$ cat src/rtl/imem_load_pkg.sv
// Shared types and constants for the instruction-memory loader.
package imem_load_pkg;

  typedef enum logic [2:0] {
    S_IDLE,
    S_WAIT_FIRST,
    S_RECV,
    S_WRITE,
    S_DONE
  } state_e;

  localparam int BYTES_PER_WORD         = 4;
  localparam int TIMEOUT_CYCLES_DEFAULT = 1_000_000;

endpackage

$ cat src/rtl/imem_load_ctrl_word_assembler.sv
// Big-endian byte-to-word assembler: the first byte received lands in the MSB.
// word_ready flags the capture that completes a word, and word carries that
// completed word in the same cycle. partial reports the byte index as it will
// be after this cycle's capture, so termination can see a byte that arrives
// together with the end of the load.
module word_assembler
  import imem_load_pkg::*;
(
  input  logic        clock,
  input  logic        reset,
  input  logic        clear,
  input  logic        capture,
  input  logic [7:0]  byte_in,
  output logic        word_ready,
  output logic [31:0] word,
  output logic        partial
);

  logic [1:0]  idx_q, idx_d;
  logic [31:0] word_q;

  assign word       = {word_q[23:0], byte_in};
  assign word_ready = capture && (idx_q == 2'(BYTES_PER_WORD - 1));
  assign idx_d      = clear ? 2'd0 : (capture ? idx_q + 2'd1 : idx_q);
  assign partial    = (idx_d != 2'd0);

  // Shift each captured byte in from the right and advance the index.
  always_ff @(posedge clock) begin
    if (reset) begin
      idx_q  <= 2'd0;
      word_q <= 32'd0;
    end else begin
      idx_q <= idx_d;
      if (capture) word_q <= word;
    end
  end

endmodule

$ cat src/rtl/imem_load_ctrl.sv
// Programming-mode controller: holds the CPU in reset while a UART byte stream
// is packed into 32-bit words and written to the instruction ROM from word 0.
// Optional feature macro: IMEM_LOAD_TIMEOUT_EN enables the idle timeout that
// ends a load after TIMEOUT_CYCLES cycles without a byte in RECV.
module imem_load_ctrl
  import imem_load_pkg::*;
#(
  parameter int ADDR_WIDTH     = 14,
  parameter int TIMEOUT_CYCLES = TIMEOUT_CYCLES_DEFAULT
) (
  input  logic                  clock,
  input  logic                  reset,
  input  logic                  load_req,
  input  logic                  rx_valid,
  input  logic [7:0]            rx_data,
  input  logic [ADDR_WIDTH-1:0] fetch_addr,
  output logic [ADDR_WIDTH-1:0] rom_addr,
  output logic                  rom_we,
  output logic [31:0]           rom_wdata,
  output logic                  cpu_hold,
  output logic                  load_done,
  output logic [ADDR_WIDTH:0]   word_count,
  output logic                  load_err
);

  localparam logic [ADDR_WIDTH:0] MAX_WORDS = (ADDR_WIDTH+1)'(1) << ADDR_WIDTH;

  state_e                state_q, state_d;
  logic                  load_req_q;
  logic [ADDR_WIDTH-1:0] ptr_q;
  logic [ADDR_WIDTH:0]   cnt_q;
  logic                  err_q, hold_q, done_q;
  logic [31:0]           wdata_q;

  logic        load_rise, capture, clear, full, timeout, ending;
  logic        word_ready, partial;
  logic [31:0] asm_word;

  assign load_rise = load_req && !load_req_q;
  assign capture   = rx_valid && (state_q == S_WAIT_FIRST || state_q == S_RECV ||
                                  state_q == S_WRITE);
  assign clear     = (state_q == S_IDLE) && load_rise;
  assign full      = (cnt_q == MAX_WORDS);
  assign ending    = (state_d == S_DONE) && (state_q != S_DONE);

  word_assembler u_asm (
    .clock      (clock),
    .reset      (reset),
    .clear      (clear),
    .capture    (capture),
    .byte_in    (rx_data),
    .word_ready (word_ready),
    .word       (asm_word),
    .partial    (partial)
  );

`ifdef IMEM_LOAD_TIMEOUT_EN
  localparam int TW = $clog2(TIMEOUT_CYCLES + 1);
  logic [TW-1:0] to_q;

  // Count consecutive byte-free cycles after the last byte; WRITE counts as idle.
  always_ff @(posedge clock) begin
    if (reset || rx_valid || !(state_q == S_RECV || state_q == S_WRITE)) to_q <= '0;
    else                                                                   to_q <= to_q + 1'b1;
  end

  assign timeout = (state_q == S_RECV) && !rx_valid && (to_q >= TW'(TIMEOUT_CYCLES - 1));
`else
  localparam int unused_timeout_cycles = TIMEOUT_CYCLES;
  assign timeout = 1'b0;
`endif

  assign rom_addr   = (state_q == S_IDLE) ? fetch_addr : ptr_q;
  assign rom_we     = (state_q == S_WRITE) && !full;
  assign rom_wdata  = wdata_q;
  assign cpu_hold   = hold_q;
  assign load_done  = done_q;
  assign word_count = cnt_q;
  assign load_err   = err_q;

  // Next-state logic; a completed word always gets its WRITE before the load ends.
  always_comb begin
    state_d = state_q;
    case (state_q)
      S_IDLE:       if (load_rise) state_d = S_WAIT_FIRST;
      S_WAIT_FIRST: if (!load_req) state_d = S_DONE;
                    else if (rx_valid) state_d = S_RECV;
      S_RECV:       if (word_ready) state_d = S_WRITE;
                    else if (!load_req || timeout) state_d = S_DONE;
      S_WRITE:      state_d = S_RECV;
      S_DONE:       state_d = S_IDLE;
      default:      state_d = S_IDLE;
    endcase
  end

  // State, write pointer, counters and registered status outputs.
  always_ff @(posedge clock) begin
    if (reset) begin
      state_q    <= S_IDLE;
      load_req_q <= load_req;
      ptr_q      <= '0;
      cnt_q      <= '0;
      err_q      <= 1'b0;
      hold_q     <= 1'b0;
      done_q     <= 1'b0;
      wdata_q    <= 32'd0;
    end else begin
      state_q    <= state_d;
      load_req_q <= load_req;
      hold_q     <= (state_d != S_IDLE);
      done_q     <= ending;
      if (word_ready) wdata_q <= asm_word;
      if (clear) begin
        ptr_q <= '0;
        cnt_q <= '0;
        err_q <= 1'b0;
      end else begin
        if (state_q == S_WRITE) begin
          if (full) err_q <= 1'b1;
          else begin
            ptr_q <= ptr_q + 1'b1;
            cnt_q <= cnt_q + 1'b1;
          end
        end
        if (ending && partial) err_q <= 1'b1;
      end
    end
  end

endmodule
$ cat config.mk
export PLATFORM = sky130hd
export DESIGN_NAME = imem_load_ctrl
export DESIGN_NICKNAME = d
export VERILOG_FILES = /design/src/rtl/imem_load_pkg.sv /design/src/rtl/imem_load_ctrl_word_assembler.sv /design/src/rtl/imem_load_ctrl.sv
export SDC_FILE = /design/constraint.sdc
export NUM_CORES = 1
export LEC_CHECK = 0
export ABC_AREA = 1
export CAP_MARGIN = 5
export CORE_MARGIN = 2
export CORE_UTILIZATION = 55
export CTS_BUF_LIST = sky130_fd_sc_hd__clkbuf_4
export DETAILED_ROUTE_END_ITERATION = 8
export PLACE_DENSITY = 0.84
export SYNTH_ARGS = -nofsm -noshare
export SYNTH_HDL_FRONTEND = slang
export SYNTH_HIERARCHICAL = 1
export SYNTH_SLANG_ARGS = --single-unit
$ cat constraint.sdc
create_clock -name clock -period 4.3 [get_ports clock]
set_input_delay 1.075 -clock clock [delete_from_list [all_inputs] [get_ports clock]]
set_output_delay 1.075 -clock clock [all_outputs]
set_load 0.02 [all_outputs]
==> results of run 1 <==
## logic make-up (layout without fill, tap and decap cells)
logic type	after synthesis	count (layout)	share of synthesized area [%]
AO/OA/AOI/OAI	100	100	13.9
flip-flops	94	94	40.3
adder cells (fa/ha/maj)	4	4	1.07
XOR/XNOR	13	13	2.44
buffers and inverters	85	157	10.4
AND/OR/NAND/NOR	346	346	31.9
## worst max-delay path, delay by kind of cell (launching register included)
kind / cells / cell delay, ns
buffers and inverters: 2 / 1.13
AND/OR/NAND/NOR: 3 / 0.50
flip-flops: 1 / 0.36
AO/OA/AOI/OAI: 1 / 0.11
## cell usage after synthesis
master,count,area share [%]
sky130_fd_sc_hd__dfxtp_1,94,40
sky130_fd_sc_hd__buf_1,1,0.080
sky130_fd_sc_hd__buf_4,10,1.6
sky130_fd_sc_hd__inv_1,41,3.3
sky130_fd_sc_hd__nor2_2,4,0.54
sky130_fd_sc_hd__buf_6,8,1.9
sky130_fd_sc_hd__nor3_1,3,0.32
sky130_fd_sc_hd__clkbuf_4,1,0.16
sky130_fd_sc_hd__xor2_1,12,2.3
sky130_fd_sc_hd__buf_2,7,0.75
sky130_fd_sc_hd__nand3_1,34,3.6
sky130_fd_sc_hd__clkinv_1,1,0.080
sky130_fd_sc_hd__inv_8,1,0.24
sky130_fd_sc_hd__nand2_1,154,12
sky130_fd_sc_hd__nand2_4,1,0.24
sky130_fd_sc_hd__nand3b_1,1,0.16
sky130_fd_sc_hd__nor2_1,102,8.2
sky130_fd_sc_hd__ha_1,4,1.1
sky130_fd_sc_hd__a21oi_2,37,6.9
sky130_fd_sc_hd__inv_2,3,0.24
sky130_fd_sc_hd__clkbuf_1,9,0.72
sky130_fd_sc_hd__buf_12,3,1.3
sky130_fd_sc_hd__nand4_1,13,1.7
sky130_fd_sc_hd__nor3_2,1,0.21
sky130_fd_sc_hd__a21oi_4,1,0.35
sky130_fd_sc_hd__o21ai_0,48,5.1
sky130_fd_sc_hd__nand2_2,33,4.4
sky130_fd_sc_hd__xnor2_1,1,0.19
sky130_fd_sc_hd__a21oi_1,14,1.5
## final timing paths
check / endpoint / slack [ns] / startpoint / cells after the start
worst max-delay path: rom_addr[6] / 0.68 / state_q[1] / 6
worst min-delay path: u_asm/word_q[22] / 0.48 / u_asm/word_q[22] / 2
worst min register to register: u_asm/word_q[22] / 0.48 / u_asm/word_q[22] / 2
worst max register to register: ptr_q[1] / 2.19 / word_count[0] / 8
## per-layer routing
metal  track usage [%]  share of wire (%)  vias up
met1              30.4                 44     1981
li1                  -                  -     2165
met3              6.42                6.4       13
met5                 0                  0        -
met4              6.90                1.3        0
met2              41.7                 48      130
## stage by stage
step,area [µm²],hold WS (ns),util [%],power [W],cells
floorplan,4670,0.439,-,0.000977,642
global placement,5440,0.455,66.2,0.00102,803
detailed placement,5440,0.461,66.2,0.00102,803
CTS,5570,0.483,67.8,0.00148,819
global route,5570,0.488,67.8,0.00152,819
finish,5570,0.481,67.8,0.00147,819
## power by group through the flow
stage	clock [W]	sequential [W]	combinational [W]
2_1_floorplan	0	0.000900	0.0000773
3_3_place_gp	0	0.000899	0.000121
3_5_place_dp	0	0.000899	0.000124
4_1_cts	0.000472	0.000881	0.000124
5_1_grt	0.000504	0.000882	0.000134
6_report	0.000462	0.000881	0.000124
## state kept, by name, summed over array words and instances (netlist names)
signal and count:
cpu_hold 1, load_done 1, load_err 1, load_req_q 1, ptr_q 14, rom_wdata 32
state_q 3, u_asm/idx_q 2, u_asm/word_q 24, word_count 15
## layout make-up
type,instances,area [µm²]
Multi-Input combinational cell,463,2310
Clock buffer,9,67.6
Clock inverter,7,63.8
Tap cell,105,131
Sequential cell,94,1880
Inverter,46,180
Fill cell,701,2650
Timing Repair Buffer,95,938
==> results, run 1 <==
- The netlist area before placement is 4670 µm².
- Global routing consumed, over all layers together, 24.5% of the routing resources.
- In the final routed layout, each cell accounts on average for about 13 µm.
- The startpoint-to-endpoint class of the critical path is reg2out.
- The required time at the endpoint of the critical path is approximately 3.2 ns.
- In this run, synthesis produced a sequential element count of 94.
- The residual overflow from global routing is 0.
- The number of antenna diodes is 0.
- The final worst slack is 0.682 ns.
- The count of nets left with antenna violations once routing finished came out at 0.
- The clock reaches the later pin of the worst-skew pair after 0.45 ns.
- The count of buffers inserted at the top-level ports is 90.
- In this run the vertical extent of the chip is 96.1 µm.
- For this run, the slowest stage of the critical path takes 0.63 ns.
- The number of clock buffers added by TritonCTS is 9.
- The run finished with clean final reports.
- Setup repair after global routing left no endpoint under its margin.
- The routed wire length is 10900 µm.
- The cell leakage power is 2.13 nW.
- The setup clock skew after layout is 0.0206 ns.
- Dividing the final minimum period by the clock period gives a little over four fifths.
- Using the TritonRoute via totals, the vias-per-cell ratio works out to around 5.2.
- Summed over all nets, the switching power comes to 0.000403 W.
- After detailed routing, the number of remaining DRC violations is 0.
- Pin placement for this block handled 91 I/O pins.
- The count of warnings emitted by yosys is 6.
- The maximum clock insertion buffer count is 2.
- Summed over all nets, the half-perimeter wirelength after detailed placement is between 7000 and 8000 µm.
- The number of antenna violations at the first check in global routing is 0.
- In the layout the commonest cells are sky130_fd_sc_hd__nand2_1, sky130_fd_sc_hd__nor2_1, sky130_fd_sc_hd__dfxtp_1.
- The number of buffers inserted to repair setup after CTS is 0.
- The net count of the finished layout is 739.
- The congestion estimate from routability-driven global placement came to 0.890.
- At the worst endpoint, the arrival time is 2.54 ns.
- The number of hold-slack violations in the final timing report is 0.
- The number of detailed-route iterations in the first pass is 4.
- The clock transition at the registers of the reported paths is 0.17 ns.
- The post-synthesis to final-layout area growth is 19.3%.
- The largest voltage drop on the vdd net is slightly above 0.2 mV.
- The cell seen most often among critical-path stages is sky130_fd_sc_hd__nand2_1.
- The part of the total power dissipated in combinational logic is around 8.4%.
- The via count of the first global-routing pass is 3947.
- The tool flagged a number of max-cap violations equal to 0.
- The global-route wire length before repair is 18000 µm.
- The starting utilization of the core area is 56.8%.
- STA classifies the critical path startpoint as a flip-flop.
- The most common cell after layout, fill and taps aside is sky130_fd_sc_hd__nand2_1.
- The pin slew with the least headroom to its limit is 0.991 ns.
- Clock tree synthesis selected as its root buffer the cell sky130_fd_sc_hd__clkbuf_4.
- The hold-fix buffer count after cts is 0.
- The share of total power in sequential cells is around three fifths.
- Entering global routing, the biggest net connects 36 pins.
- The tree built by TritonCTS fans out to 94 sinks.
- The chip width is 96.1 µm.
- Synthesis produced a netlist whose cell count is around 640.
- TritonCTS built the clock tree.
- The row count is 33.
- The internal power component is 0.00106 W.
- The worst setup path is captured at an output port.
- After the first detailed-routing iteration, the DRC count stood at 176.
- The share of post-route cells with drive strength above 1 is ~14%.
- OpenSTA, run right after detailed placement, puts the worst setup slack at 0.908 ns.
- The maximum fanout encountered on the critical timing path is 24.
- The core region area is 8220 µm².
- The proportion of synthesized chip area in sequential cells is 40.3%.
- Of the total power, the clock network draws 31.5%.
- The power density of the placed cells is around 260 nW/µm².
- Net switching is between 20 and 30% of the power.
- The normalized max-slew margin is 33.9%.
- In this run, post-CTS repair resized a total of 0 instances.
- The slowest stage of the critical path is the sky130_fd_sc_hd__clkdlybuf4s50_1 cell.
- The number of different library cells in the post-synthesis netlist is 29.
- The die covers 9240 µm².
- The synthesized net count is 672.
- For the finished layout, the period the worst path requires is 3.62 ns.
- The worst hold-check path type is reg2reg.
- The total via count in the routed design is 4289.
- The H-tree was split into 3 levels.
- The max-slew violation count is 0.
- Setup violations remaining at the end of the flow were counted as 0.
- The highest clock frequency the design can meet is 276 MHz.
- A synthesized cell averages between 7 and 8 µm².
- In the final timing run, aggregate negative setup slack is 0 ns.
- The critical path goes through nor2_1 -> nand2_1 -> inv_1 -> nand2_1 -> o21ai_0 -> clkdlybuf4s50_1.
No activity file was read; power rests on OpenSTA's default activity.
==> run 2, diff against run 1 <==
--- a/config.mk
+++ b/config.mk
@@ -8,10 +8,10 @@
 export ABC_AREA = 1
 export CAP_MARGIN = 5
 export CORE_MARGIN = 2
-export CORE_UTILIZATION = 55
+export CORE_UTILIZATION = 54
 export CTS_BUF_LIST = sky130_fd_sc_hd__clkbuf_4
 export DETAILED_ROUTE_END_ITERATION = 8
-export PLACE_DENSITY = 0.84
+export PLACE_DENSITY = 0.83
 export SYNTH_ARGS = -nofsm -noshare
 export SYNTH_HDL_FRONTEND = slang
 export SYNTH_HIERARCHICAL = 1
==> constraint.sdc (replaced) <==
create_clock -name clock -period 3.8 [get_ports clock]
set_input_delay 0.95 -clock clock [delete_from_list [all_inputs] [get_ports clock]]
set_output_delay 0.95 -clock clock [all_outputs]
set_load 0.02 [all_outputs]
==> run 2 against run 1 <==
  * Clock skew grew 0.00062 ns
  * Core utilization shrank 0.63 points
  * Critical path depth is the same
  * Final cell count is the same
  * Global-route usage shrank 1.3 points
  * Largest cell class unchanged
  * Clock power grew 11%
==> results, run 2 (synthesized netlist as in run 1, its figures left out) <==
- The full die area is 9410 µm² (+1.8%).
- The clock transition at the registers of the reported paths came to 0.15 ns (-0.02 ns).
- The logic depth of the worst register-to-register path is 8 (unchanged).
- The setup clock skew after layout is 0.0212 ns (+0.000615 ns).
- By startpoint and endpoint, the worst setup path is classified as reg2out.
- The starting utilization of the core area was 56.3% (-0.57 points).
- The maximum fanout encountered on the critical timing path is 24 (unchanged).
- The TritonCTS clock tree is done.
- The net count of the finished layout is 739 (unchanged).
- The residual overflow from global routing came to 0 (unchanged).
- Broken down by cell family, the worst path's largest delay share belongs to buffers and inverters.
- The number of buffers inserted to repair setup after CTS is 0 (unchanged).
- The number of max-cap violations was 0 (unchanged).
- The final worst slack is 0.248 ns (-0.434 ns).
- The initial detailed-routing violation count came to 191 (+8.5%).
- The total I/O pin count was 91 (unchanged).
- The delay of the slowest cell on the worst path came to 0.64 ns (about the same).
- The row count came to 33 (unchanged).
- The post-cts sizing count is 0 (unchanged).
- The power density of the placed cells was 296 nW/µm² (+13%).
- The worst endpoint data arrival time is 2.60 ns (+0.06 ns).
- The internal power component is 0.00120 W (+13%).
- The placement-stage cell area is 5440 µm² (unchanged).
- The critical path buffer and inverter count is 2 (unchanged).
- The terminus of the critical flop-to-flop path is ptr_q[1].
- The number of remaining DRC errors is 0 (unchanged).
- The part of the total power dissipated in combinational logic is 8.5% (about the same).
- The highest clock frequency the design can meet is 282 MHz.
- The setup TNS after final layout is 0 ns (unchanged).
- The required time at the endpoint of the critical path is 2.85 ns (-0.37 ns).
- The number of antenna violations at the first check in global routing came to 0 (unchanged).
- The total via count in the routed design is 4303 (+0.33%).
- The run finished with clean final reports.
- The hold-fix buffer count after cts is 0 (unchanged).
- The core region area is 8300 µm² (+1.0%).
- The count of nets left with antenna violations after detail routing was 0 (unchanged).
- The share of post-route cells with drive strength above 1 is 14.4% (unchanged).
- Following the worst setup path forward leads to its endpoint at rom_addr[3].
- The final setup violation count is 0 (unchanged).
- The share of the clock period used by the worst path is 93.5%.
- The number of antenna diodes is 0 (unchanged).
- The count of buffers inserted at the top-level ports is 90 (unchanged).
- The later-pin clock latency in the skew report is 0.45 ns (about the same).
- The number of hold-slack violations in the final timing report was 0 (unchanged).
- The tightest min-delay check is of the reg2reg type.
- The switching power is 0.000450 W (+12%).
- The max-slew violation count is 0 (unchanged).
- The post-DP HPWL is 7740 µm (+3.0%).
- The maximum clock insertion buffer count was 2 (unchanged).
- The maximum level of the CTS H-tree is 3 (unchanged).
- The routed length per instance is 13.4 µm (+1.0%).
- The register-to-register setup slack is 1.70 ns (-0.49 ns).
- The final instance area is 5570 µm² (about the same).
- The global-route wire length before repair was 18400 µm (+2.3%).
- The sink count of the clock tree was 94 (unchanged).
- The critical path goes through nor2_1 -> nand2_1 -> inv_1 -> nand2_1 -> o21ai_0 -> clkdlybuf4s50_1.
- The share of total power in sequential cells came to 60.3% (+0.2 points).
- The hold slack came to 0.481 ns (+0.000434 ns).
- The part of the total power dissipated in the clock network is 31.2% (-0.3 points).
- The number of detailed-route iterations in the first pass came to 5 (+1).
- The library cells used most frequently in the layout, excluding fill and tap cells, are sky130_fd_sc_hd__nand2_1, sky130_fd_sc_hd__nor2_1, sky130_fd_sc_hd__dfxtp_1.
- The cell leakage power is 2.13 nW (-0.15%).
- The filler cell count was 698 (-0.43%).
- The number of buffers created by CTS is 9 (unchanged).
- The number of flip-flops under the largest register name is 32 (unchanged).
- The largest voltage drop on the vdd net was 0.221 mV (+6.9%).
- The chip width was 97.0 µm (+0.88%).
- The die boundary height is 97.0 µm (+0.88%).
- The via count of the first global-routing pass is 4113 (+4.2%).
- The type of destination of the critical path is an output port.
- The average via count per standard cell is 5.25 (+0.33%).
- STA classifies the critical path startpoint as a flip-flop.
- The pin slew with the least headroom to its limit is 0.969 ns (-0.0218 ns).
- The switching part of the total is 27.2% (-0.25 points).
- The pin count of the biggest net entering global routing is 37 (+2.8%).
- The routed wire length is 11000 µm (+1.0%).
- The total routing usage reported by global routing was 23.2% (-1.3 points).
- The startpoint of the lowest-slack register-to-register path is word_count[0].
- The cell with the largest stage delay on the worst path is sky130_fd_sc_hd__clkdlybuf4s50_1.
- The most common cell after layout, fill and taps aside is sky130_fd_sc_hd__nand2_1.
- In this design, the critical path's most frequently occurring cell is sky130_fd_sc_hd__nand2_1.
- The normalized max-slew margin is 35.3% (+1.5 points).
- The clock root buffer is sky130_fd_sc_hd__clkbuf_4.
- The routability congestion estimate from global placement was 0.895 (+0.56%).
- The critical path starts at state_q[1].
- Setup repair after global routing left no endpoint under its margin.
- The post-synthesis to final-layout area growth came to 19.4% (about the same).
- The number of gates on the worst path with buffers counted is 6 (unchanged).
- The clock period could shrink to 3.55 ns.
- The worst setup timing slack at the placement stage was 0.634 ns (-0.274 ns).
[run 2: power by group through the flow]
stage               Sequential, W  Clock (W)  Combinational [W]
CTS                      0.000996   0.000527           0.000141
global route             0.000998   0.000567           0.000152
floorplan                 0.00102          0          0.0000875
detailed placement        0.00102          0           0.000140
global placement          0.00102          0           0.000137
finish                   0.000996   0.000515           0.000140
[run 2: worst min-delay path by stage]
stage | endpoint | depth (start not counted) | startpoint | slack [ns]
6_report | u_asm/word_q[16] | 2 | u_asm/word_q[16] | 0.48
5_1_grt | u_asm/word_q[16] | 2 | u_asm/word_q[16] | 0.50
4_1_cts | u_asm/word_q[16] | 2 | u_asm/word_q[16] | 0.48
3_5_place_dp | u_asm/word_q[16] | 2 | u_asm/word_q[16] | 0.46
3_3_place_gp | u_asm/word_q[16] | 2 | u_asm/word_q[16] | 0.46
2_1_floorplan | u_asm/word_q[23] | 2 | u_asm/word_q[23] | 0.44
[run 2: per-layer routing]
metal	GRT usage [%]	routed length, µm	vias up
met4	8.88	216	0
met3	4.19	738	19
met2	40.3	5340	139
met1	28.3	4670	1981
li1	-	-	2164
met5	0	0	-
[run 2: worst register-to-register path, stage by stage (launching register included)]
cell                      delay (ns)
sky130_fd_sc_hd__dfxtp_1        0.50
sky130_fd_sc_hd__inv_1          0.12
sky130_fd_sc_hd__ha_1           0.23
sky130_fd_sc_hd__nand2_1        0.09
sky130_fd_sc_hd__nor2_2         0.05
sky130_fd_sc_hd__nand2_2        0.19
sky130_fd_sc_hd__nand2_2        0.44
sky130_fd_sc_hd__o21ai_0        0.31
sky130_fd_sc_hd__nor2_1         0.06
[run 2: cell type report]
cell class	count	area [µm²]	area share, %
Clock buffer	9	67.6	1.21
Clock inverter	7	67.6	1.21
Inverter	46	180	3.23
Multi-Input combinational cell	463	2310	41.4
Sequential cell	94	1880	33.8
Tap cell	105	131	2.36
Timing Repair Buffer	95	938	16.8
[run 2: stage by stage]
step / cells / total power, W / utilization, %
floorplan: 642 / 0.00111 / -
finish: 819 / 0.00165 / 67.2
global route: 819 / 0.00172 / 67.2
global placement: 803 / 0.00115 / 65.5
detailed placement: 803 / 0.00116 / 65.5
CTS: 819 / 0.00166 / 67.2
